--- config.mk ---
export PLATFORM = sky130hd
export DESIGN_NAME = score_tracker
export DESIGN_NICKNAME = d
export VERILOG_FILES = /design/src/rtl/score_pkg.sv /design/src/rtl/score_bcd_conv.sv /design/src/rtl/score_tracker.sv
export SDC_FILE = /design/constraint.sdc
export NUM_CORES = 1
export LEC_CHECK = 0
export CAP_MARGIN = 20
export CELL_PAD_IN_SITES_DETAIL_PLACEMENT = 2
export CELL_PAD_IN_SITES_GLOBAL_PLACEMENT = 2
export CORE_AREA = 2 2 121 123
export CTS_CLUSTER_SIZE = 10
export DETAILED_ROUTE_END_ITERATION = 10
export DIE_AREA = 0 0 123 125
export PLACE_DENSITY_LB_ADDON = 0.1
export SKIP_LAST_GASP = 1
export SLEW_MARGIN = 15
export SYNTH_ARGS = -nofsm -noshare
export SYNTH_HDL_FRONTEND = slang
export SYNTH_HIERARCHICAL = 1
export SYNTH_SLANG_ARGS = --single-unit
--- constraint.sdc ---
create_clock -name clock -period 7.3 [get_ports clock]
set_input_delay 1.46 -clock clock [delete_from_list [all_inputs] [get_ports clock]]
set_output_delay 1.46 -clock clock [all_outputs]
set_load 0.02 [all_outputs]
--- src/rtl/score_pkg.sv ---
// score_pkg: shared types and arithmetic helpers for the whack-a-mole scorer.
// Helpers work on 64-bit values; every width used by score_tracker fits in that.
package score_pkg;

  typedef enum logic [1:0] {
    ST_IDLE  = 2'd0,
    ST_PLAY  = 2'd1,
    ST_CHECK = 2'd2,
    ST_OVER  = 2'd3
  } state_t;

  // Width needed to hold multiplier values 1..max_mult.
  function automatic int mult_w(input int max_mult);
    return $clog2(max_mult + 1);
  endfunction

  function automatic int unsigned popcount(input logic [63:0] v);
    int unsigned c;
    c = 0;
    for (int i = 0; i < 64; i++) c = c + {31'b0, v[i]};
    return c;
  endfunction

  // Add, then clamp at lim.
  function automatic logic [63:0] sat_add(input logic [63:0] a, input logic [63:0] b,
                                          input logic [63:0] lim);
    logic [63:0] s;
    s = a + b;
    return (s > lim) ? lim : s;
  endfunction

  // Subtract, flooring at zero.
  function automatic logic [63:0] floor_sub(input logic [63:0] a, input logic [63:0] b);
    return (a > b) ? (a - b) : 64'd0;
  endfunction

endpackage

--- src/rtl/score_bcd_conv.sv ---
// score_bcd_conv: sequential shift-add-3 converter. A new input value aborts
// any conversion in flight; the result is published W+1 cycles after the
// value last changed. Values above 10^D-1 keep only their low D digits.
module score_bcd_conv #(
  parameter int W = 16,
  parameter int D = 5
) (
  input  logic           clock,
  input  logic           reset,
  input  logic [W-1:0]   bin,
  output logic [4*D-1:0] bcd,
  output logic           valid
);
  localparam int CW = $clog2(W + 1);

  logic [W-1:0]   last, sh;
  logic [4*D-1:0] acc, adj, acc_nxt;
  logic [CW-1:0]  cnt;
  logic           unused_msb;

  // One double-dabble step: bias digits >=5, then shift in the next binary bit.
  always_comb begin
    adj = acc;
    for (int d = 0; d < D; d++)
      if (acc[4*d +: 4] >= 4'd5) adj[4*d +: 4] = acc[4*d +: 4] + 4'd3;
    acc_nxt = {adj[4*D-2:0], sh[W-1]};
  end

  // Digits shifted out of the top are dropped (low-digit truncation).
  assign unused_msb = adj[4*D-1];

  // Restart on any input change, otherwise step until the count runs out.
  always_ff @(posedge clock) begin
    if (!reset) begin
      last  <= '0;
      sh    <= '0;
      acc   <= '0;
      cnt   <= '0;
      bcd   <= '0;
      valid <= 1'b1;
    end else if (bin != last) begin
      last  <= bin;
      sh    <= bin;
      acc   <= '0;
      cnt   <= CW'(W);
      valid <= 1'b0;
    end else if (cnt != '0) begin
      acc <= acc_nxt;
      sh  <= sh << 1;
      cnt <= cnt - 1'b1;
      if (cnt == CW'(1)) begin
        bcd   <= acc_nxt;
        valid <= 1'b1;
      end
    end
  end

endmodule

--- src/rtl/score_tracker.sv ---
// score_tracker: round score with streak multiplier, miss penalty, saturation
// and session high score. Optional BCD output when SCORE_BCD_EN is defined.
module score_tracker
  import score_pkg::*;
#(
  parameter  int SCORE_W      = 16,
  parameter  int N_HOLES      = 9,
  parameter  int STREAK_W     = 8,
  parameter  int STREAK_STEP  = 4,
  parameter  int MAX_MULT     = 4,
  parameter  int MISS_PENALTY = 1,
  parameter  int BCD_DIGITS   = 5,
  localparam int MULT_W       = mult_w(MAX_MULT)
) (
  input  logic                clock,
  input  logic                reset,
  input  logic                start,
  input  logic                time_up,
  input  logic [N_HOLES-1:0]  whacked,
  input  logic                miss,
  output logic [SCORE_W-1:0]  score,
  output logic [SCORE_W-1:0]  high_score,
  output logic [STREAK_W-1:0] streak,
  output logic [MULT_W-1:0]   mult,
  output logic                new_high,
  output logic                game_over
`ifdef SCORE_BCD_EN
  ,
  output logic [4*BCD_DIGITS-1:0] score_bcd,
  output logic                    bcd_valid
`endif
);
  // Arithmetic is carried in 64 bits, wide enough for SCORE_W+MULT_W+clog2(N_HOLES)+1.
  localparam logic [63:0] SMAX = (64'd1 << SCORE_W) - 64'd1;

  state_t              state;
  logic                hit;
  logic [63:0]         pts, s_hit, s_miss, m_raw;
  logic [SCORE_W-1:0]  score_nxt;
  logic [STREAK_W-1:0] streak_nxt;
  logic [MULT_W-1:0]   mult_nxt;

  // Next score/streak/mult for a PLAY cycle: saturating add, then floored penalty.
  always_comb begin
    hit    = |whacked;
    pts    = 64'(popcount(64'(whacked))) * 64'(mult);
    s_hit  = hit  ? sat_add(64'(score), pts, SMAX) : 64'(score);
    s_miss = miss ? floor_sub(s_hit, 64'(MISS_PENALTY)) : s_hit;
    score_nxt = s_miss[SCORE_W-1:0];

    if (miss)                streak_nxt = '0;
    else if (hit && ~&streak) streak_nxt = streak + 1'b1;
    else                     streak_nxt = streak;

    m_raw = 64'd1 + 64'(streak_nxt) / 64'(STREAK_STEP);
    if (m_raw > 64'(MAX_MULT)) m_raw = 64'(MAX_MULT);
    mult_nxt = m_raw[MULT_W-1:0];
  end

  // Round FSM, scoring registers and high-score latch.
  always_ff @(posedge clock) begin
    if (!reset) begin
      state      <= ST_IDLE;
      score      <= '0;
      high_score <= '0;
      streak     <= '0;
      mult       <= MULT_W'(1);
      new_high   <= 1'b0;
    end else begin
      new_high <= 1'b0;
      case (state)
        ST_IDLE, ST_OVER: if (start) begin
          state  <= ST_PLAY;
          score  <= '0;
          streak <= '0;
          mult   <= MULT_W'(1);
        end
        ST_PLAY: begin
          score  <= score_nxt;
          streak <= streak_nxt;
          mult   <= mult_nxt;
          if (time_up) state <= ST_CHECK;
        end
        ST_CHECK: begin
          state <= ST_OVER;
          if (score > high_score) begin
            high_score <= score;
            new_high   <= 1'b1;
          end
        end
        default: state <= ST_IDLE;
      endcase
    end
  end

  assign game_over = (state == ST_OVER);

`ifdef SCORE_BCD_EN
  score_bcd_conv #(.W(SCORE_W), .D(BCD_DIGITS)) u_bcd (
    .clock (clock),
    .reset (reset),
    .bin   (score),
    .bcd   (score_bcd),
    .valid (bcd_valid)
  );
  logic unused_bits;
  assign unused_bits = ^{s_miss[63:SCORE_W], m_raw[63:MULT_W]};
`else
  logic unused_bits;
  assign unused_bits = ^{s_miss[63:SCORE_W], m_raw[63:MULT_W], (BCD_DIGITS > 0)};
`endif

endmodule

Word-level counts from Yosys, hierarchy flattened
Index checks and enable logic that the tools add are counted.
{"block": "word_totals", "ff_bits": 46, "out_inout_bits": 45, "input_bits": 14}
{"block": "op_classes", "n_reduce_logical": 12, "addsub": 12, "multipliers": 1, "order_cmp": 4, "eq_ne": 6, "n_mux": 17}
{"operator": "two-way mux 16 bit", "count": 3}
{"operator": "two-way mux 17 bit", "count": 2}
{"operator": "one-hot mux 16 bit (2 select lines)", "count": 1}
{"operator": "two-way mux 8 bit", "count": 3}
{"operator": "adder 16 x 12 -> 17 bit", "count": 1}
{"operator": "> comparator 17 x 1 -> 1 bit (second input constant)", "count": 1}
{"operator": "> comparator 17 x 16 -> 1 bit (second input constant)", "count": 1}
{"operator": "> comparator 16 bit", "count": 1}
{"operator": "one-hot mux 8 bit (2 select lines)", "count": 1}
{"operator": "subtractor 16 x 1 -> 16 bit (second input constant)", "count": 1}
{"operator": "multiplier 9 x 3 -> 12 bit", "count": 1}
{"operator": "adder 8 x 1 -> 9 bit", "count": 1}
{"operator": "OR reduction 9 bit", "count": 1}
{"operator": "adder 7 x 1 -> 8 bit", "count": 1}
{"operator": "adder 8 x 1 -> 8 bit (second input constant)", "count": 1}
{"operator": "AND reduction 2 bit", "count": 4}
{"operator": "AND reduction 8 bit", "count": 1}
{"operator": "adder 1 x 6 -> 7 bit (first input constant)", "count": 1}
{"operator": "adder 6 x 1 -> 7 bit", "count": 1}
{"operator": "> comparator 7 x 3 -> 1 bit (second input constant)", "count": 1}
{"operator": "adder 5 x 1 -> 6 bit", "count": 1}
{"operator": "two-way mux 3 bit", "count": 2}
{"operator": "one-hot mux 2 bit (3 select lines)", "count": 1}
{"operator": "one-hot mux 3 bit (2 select lines)", "count": 1}
{"operator": "other kinds (16)", "count": 19}

Longest topological paths before layout
{"block": "depth", "ltp_word": 17, "depth_mapped": 28}

Worst setup path after synthesis
OpenSTA, ideal clock, no wires.
{"block": "synth_path", "path_kind": "input to register", "from": "input port whacked[0]", "to": "register score[8]", "t_arrival_ns": 7.640, "n_path_buf": 1, "setup_ns": 0.119, "stages": 27, "required_time_ns": 7.181, "setup_slack_ns": -0.459, "path_cell_list": "inv_1 > fa_1 > fa_1 > fa_1 > fa_1 > fa_1 > xnor2_1 > and2_1 > fa_1 > inv_1 > fa_1 > inv_1 > ha_1 > a211oi_1 > o21a_1 > buf_2 > nor3_1 > nor2_1 > nor2_1 > a21oi_1 > ha_1 > nand2_1 > a21oi_1 > nand4_1 > and4b_1 > a21oi_1 > o21ai_2"}
{"block": "synth_between", "elab_chain_cells": 17}
{"item": "start, declared", "line_no": "score_tracker.sv:19", "rtl": "input logic [N_HOLES-1:0] whacked,"}
{"item": "adder 1 x 1 -> 2 bit", "line_no": "score_pkg.sv:20", "rtl": "for (int i = 0; i < 64; i++) c = c + {31'b0, v[i]};"}
{"item": "adder 2 x 1 -> 3 bit", "line_no": "score_pkg.sv:20"}
{"item": "adder 3 x 1 -> 4 bit", "line_no": "score_pkg.sv:20"}
{"item": "adder 4 x 1 -> 5 bit", "line_no": "score_pkg.sv:20"}
{"item": "adder 5 x 1 -> 6 bit", "line_no": "score_pkg.sv:20"}
{"item": "adder 6 x 1 -> 7 bit", "line_no": "score_pkg.sv:20"}
{"item": "adder 7 x 1 -> 8 bit", "line_no": "score_pkg.sv:20"}
{"item": "adder 8 x 1 -> 9 bit", "line_no": "score_pkg.sv:20"}
{"item": "multiplier 9 x 3 -> 12 bit", "line_no": "score_tracker.sv:46", "rtl": "pts = 64'(popcount(64'(whacked))) * 64'(mult);"}
{"item": "adder 16 x 12 -> 17 bit", "line_no": "score_pkg.sv:28", "rtl": "s = a + b;"}
{"item": "> comparator 17 x 16 -> 1 bit", "line_no": "score_pkg.sv:29", "rtl": "return (s > lim) ? lim : s;"}
{"item": "two-way mux 17 bit", "line_no": "score_pkg.sv:29"}
{"item": "two-way mux 17 bit *", "line_no": "score_tracker.sv:47", "rtl": "s_hit = hit ? sat_add(64'(score), pts, SMAX) : 64'(score);"}
{"item": "subtractor 16 x 1 -> 16 bit / > comparator 17 x 1 -> 1 bit (equally long branches)", "line_no": "score_pkg.sv:34", "rtl": "return (a > b) ? (a - b) : 64'd0;"}
{"item": "two-way mux 16 bit", "line_no": "score_pkg.sv:34"}
{"item": "two-way mux 16 bit *", "line_no": "score_tracker.sv:48", "rtl": "s_miss = miss ? floor_sub(s_hit, 64'(MISS_PENALTY)) : s_hit;"}
{"item": "one-hot mux 16 bit (2 select lines) *", "line_no": "score_tracker.sv:71", "rtl": "case (state)"}
{"item": "end signal, assigned", "line_no": "score_tracker.sv:79", "rtl": "score <= score_nxt;"}
{"item": "end, declared", "line_no": "score_tracker.sv:21", "rtl": "output logic [SCORE_W-1:0] score,"}
Every way passes the cells marked *; elsewhere a longest branch is shown, timed or not.
A chain may end at the register's enable or synchronous reset.

Final worst setup path
{"block": "layout_path", "from": "input port whacked[3]", "to": "register score[8]"}
{"block": "layout_between", "elab_chain_cells": 15}
{"item": "adder 3 x 1 -> 4 bit", "line_no": "score_pkg.sv:20"}
{"item": "adder 4 x 1 -> 5 bit", "line_no": "score_pkg.sv:20"}
{"item": "adder 5 x 1 -> 6 bit", "line_no": "score_pkg.sv:20"}
{"item": "adder 6 x 1 -> 7 bit", "line_no": "score_pkg.sv:20"}
{"item": "adder 7 x 1 -> 8 bit", "line_no": "score_pkg.sv:20"}
{"item": "adder 8 x 1 -> 9 bit", "line_no": "score_pkg.sv:20"}
{"item": "multiplier 9 x 3 -> 12 bit", "line_no": "score_tracker.sv:46"}
{"item": "adder 16 x 12 -> 17 bit", "line_no": "score_pkg.sv:28"}
{"item": "> comparator 17 x 16 -> 1 bit", "line_no": "score_pkg.sv:29"}
{"item": "two-way mux 17 bit", "line_no": "score_pkg.sv:29"}
{"item": "two-way mux 17 bit *", "line_no": "score_tracker.sv:47"}
{"item": "subtractor 16 x 1 -> 16 bit / > comparator 17 x 1 -> 1 bit (equally long branches)", "line_no": "score_pkg.sv:34"}
{"item": "two-way mux 16 bit", "line_no": "score_pkg.sv:34"}
{"item": "two-way mux 16 bit *", "line_no": "score_tracker.sv:48"}
{"item": "one-hot mux 16 bit (2 select lines) *", "line_no": "score_tracker.sv:71"}
Marks and branches as above.

==> flow_summary_export.csv <==
group,metric,value,unit
run_status,status,"finished, violations left",
run_status,violations,"negative setup slack",
synth,synth.most_common_cell,"nand2_1",
global_route,grt.total_usage,21.6,%
sta,fin_tns_setup,-0.706,ns
setup_path,critical_path_class,"in -> reg",
floorplan,dieHeight,125,µm
setup_path,arrival,7.64,ns
routing,avgViaCountPerCell,5.26,
finish,final_core_util,43.6,%
synth,yosys_register_bits,46,
global_route,grt_pass1_wl,26000,µm
synth,yosys.area.top_type_share,22.1,%
global_route,overflow,0,
pwr,cellPowerDensity,204,nW/µm²
sta,maxSlewViolCount,0,
routing,drt_wl_total,17100,µm
routing,drc,0,
setup_path,start_kind,"input port",
clocking,htree_num_levels,2,
synth,synthCells,525,
finish,final_area,6200,µm²
routing,wl_per_cell,20.3,µm
clocking,worstSkewPairLatency,0.31,ns
setup_path,slowest_delay,0.57,ns
global_route,grt_max_degree,49,
synth,yosysSeqAreaShare,22.1,%
synth,ys_warn_count,6,
floorplan,core,14200,µm²
finish,drive_gt1_share,29.3,%
floorplan,dieArea,15400,µm²
setup_path,critPathSlowestCell,"fa_1",
sta,worstMarginPinSlew,0.994,ns
synth,synth_top_flop_cell,"dfxtp_1",
place,gp_congestion,0.821,
synth,synthDistinctLibCells,70,
floorplan,fp-row-count,44,
global_route,grt_pass1_vias,4897,
finish,layout.nets,718,
finish,num_antenna_cells,0,
setup_path,crit_fanout,3,
clocking,cts_tree,"done",
synth,syn_nets,588,
clocking,cts_made_buffers,5,
sta,setup_viol,16,
floorplan,io_pins,59,
finish,area_delta_synth_final,48.5,%
synth,synth_area_leaders,"dfxtp_1, ha_1, nand2_1",
sta,fmax,0.134,GHz
sta,fin_ws,-0.139,ns
synth,synth_top_area_cell,"dfxtp_1",
pwr,leakage,0.00241,µW
place,port_buffers,58,
sta,period_share,102,%
setup_path,critPathRequiredTime,7.50,ns
pwr,finalPower,1270,µW
clocking,cts.sinks,46,
global_route,antenna_found_initial,0,
clocking,clock_path_buffers,2,
min_path,hold_class,"reg -> reg",
routing,ant_nets,0,
finish,fin_cells,840,
sta,rsz0062_at_grt,"yes",
synth,async_flop_share,0,%
synth,synth_area_per_cell,7.95,µm²
sta,fin_crit,7.44,ns
sta,hold_viol,0,
floorplan,die_w,123,µm
run,max-cap-violations,0,
clocking,clkTransAtPathRegs,0.07,ns
clocking,cts-root-buf,"clkbuf_16",
synth,syn_area,4170,µm²
setup_path,end_kind,"register",
routing,drtIter0Drc,138,
routing,dr.pass1.iters,4,
pwr,ir_worst_vdd,0.0889,mV
sta,clock-skew-final,0.00956,ns
synth,synth_edf_count,0,
floorplan,start_util,29.4,%
place,dp_hpwl,11700,µm
place,dp_cells,804,
place,dpl_cell_area,5420,µm²
routing,num_vias,4417,
synth,synthTopCellsByCount,"nand2_1, inv_1, dfxtp_1, ha_1, nor2_1",
sta,slew_headroom,33.7,%
setup_path,cp_common_cell,"fa_1",
[layout by cell type, fill, tap and decap left out, drive strengths merged, types with 8 or more instances in the layout]
master,Yosys,routed
o21a,8,8
nand4,8,8
nor2,35,35
buf,10,92
nor4,9,9
dfxtp,46,46
inv,53,53
o21ai,34,34
a21oi,23,23
and2,14,14
clkdlybuf4s50,0,55
nand2,67,67
mux2i,21,21
xnor2,10,10
fa,12,12
ha,37,37
nor3,17,17
nor2b,11,11
nand3,13,13
[layout make-up]
cell class	count	area, µm²
fill	1544	8010
inverter	53	201
tap	184	230
timing repair buffer	147	1280
multi-input combinational	402	3410
sequential	46	921
clock buffer	5	125
clock inverter	3	21.3
[report_power, final]
part / switching [µW] / total (µW) / internal (µW)
clock: 115 / 242 / 127
sequential: 28.5 / 293 / 264
combinational: 391 / 731 / 340
[cells by family after synthesis]
family	count (synthesis)	share of synthesized area, %
AO/OA/AOI/OAI	115	19.8
XOR/XNOR	16	3.36
adder cells (fa/ha/maj)	49	16.8
buffers and inverters	78	7.70
flip-flops	46	22.1
multiplexers	23	5.58
AND/OR/NAND/NOR	198	24.7
[path summary, 6_finish.rpt]
path	from	endpoint	slack, ns	cells past startpoint
hold reg to reg	high_score[11]	high_score[11]	0.48	2
setup reg to reg	mult[2]	score[8]	3.09	17
setup / recovery	whacked[3]	score[8]	-0.14	27
hold / removal	high_score[11]	high_score[11]	0.48	2
[sequential cells by signal (all words and copies together) (netlist names)]
name,count
high_score,16
score,16
streak,8
mult,3
state,2
new_high,1
[critical path: cells and delay by family]
kind                     cells  cell delay (ns)
adder cells (fa/ha/maj)      8             3.46
AO/OA/AOI/OAI                6             1.04
buffers and inverters        9             1.00
XOR/XNOR                     2             0.34
AND/OR/NAND/NOR              2             0.34
[layer usage]
layer  GRT usage [%]  vias up  part of all wire [%]
li1                -     2078                     -
met1            27.1     2218                    43
met5               0        -                     0
met4            4.88        0                   2.7
met3            3.24       31                   3.3
met2            38.8       90                    51
[through the flow]
| step | setup slack (ns) | hold slack [ns] |
|---|---|---|
| 4_1_cts | -0.172 | 0.482 |
| 6_report | -0.139 | 0.477 |
| 3_5_place_dp | -0.863 | 0.471 |
| 3_3_place_gp | -0.609 | 0.457 |
| 2_1_floorplan | -0.00329 | 0.545 |
| 5_1_grt | -0.358 | 0.505 |
[repair_timing]
action	in CTS	in global routing
gates cloned	1	0
setup buffers	21	9
pin swaps	51	35
setup endpoints to repair	16	16
gates resized for setup	70	28
hold buffers	0	0
No activity file was read; power rests on OpenSTA's default activity.
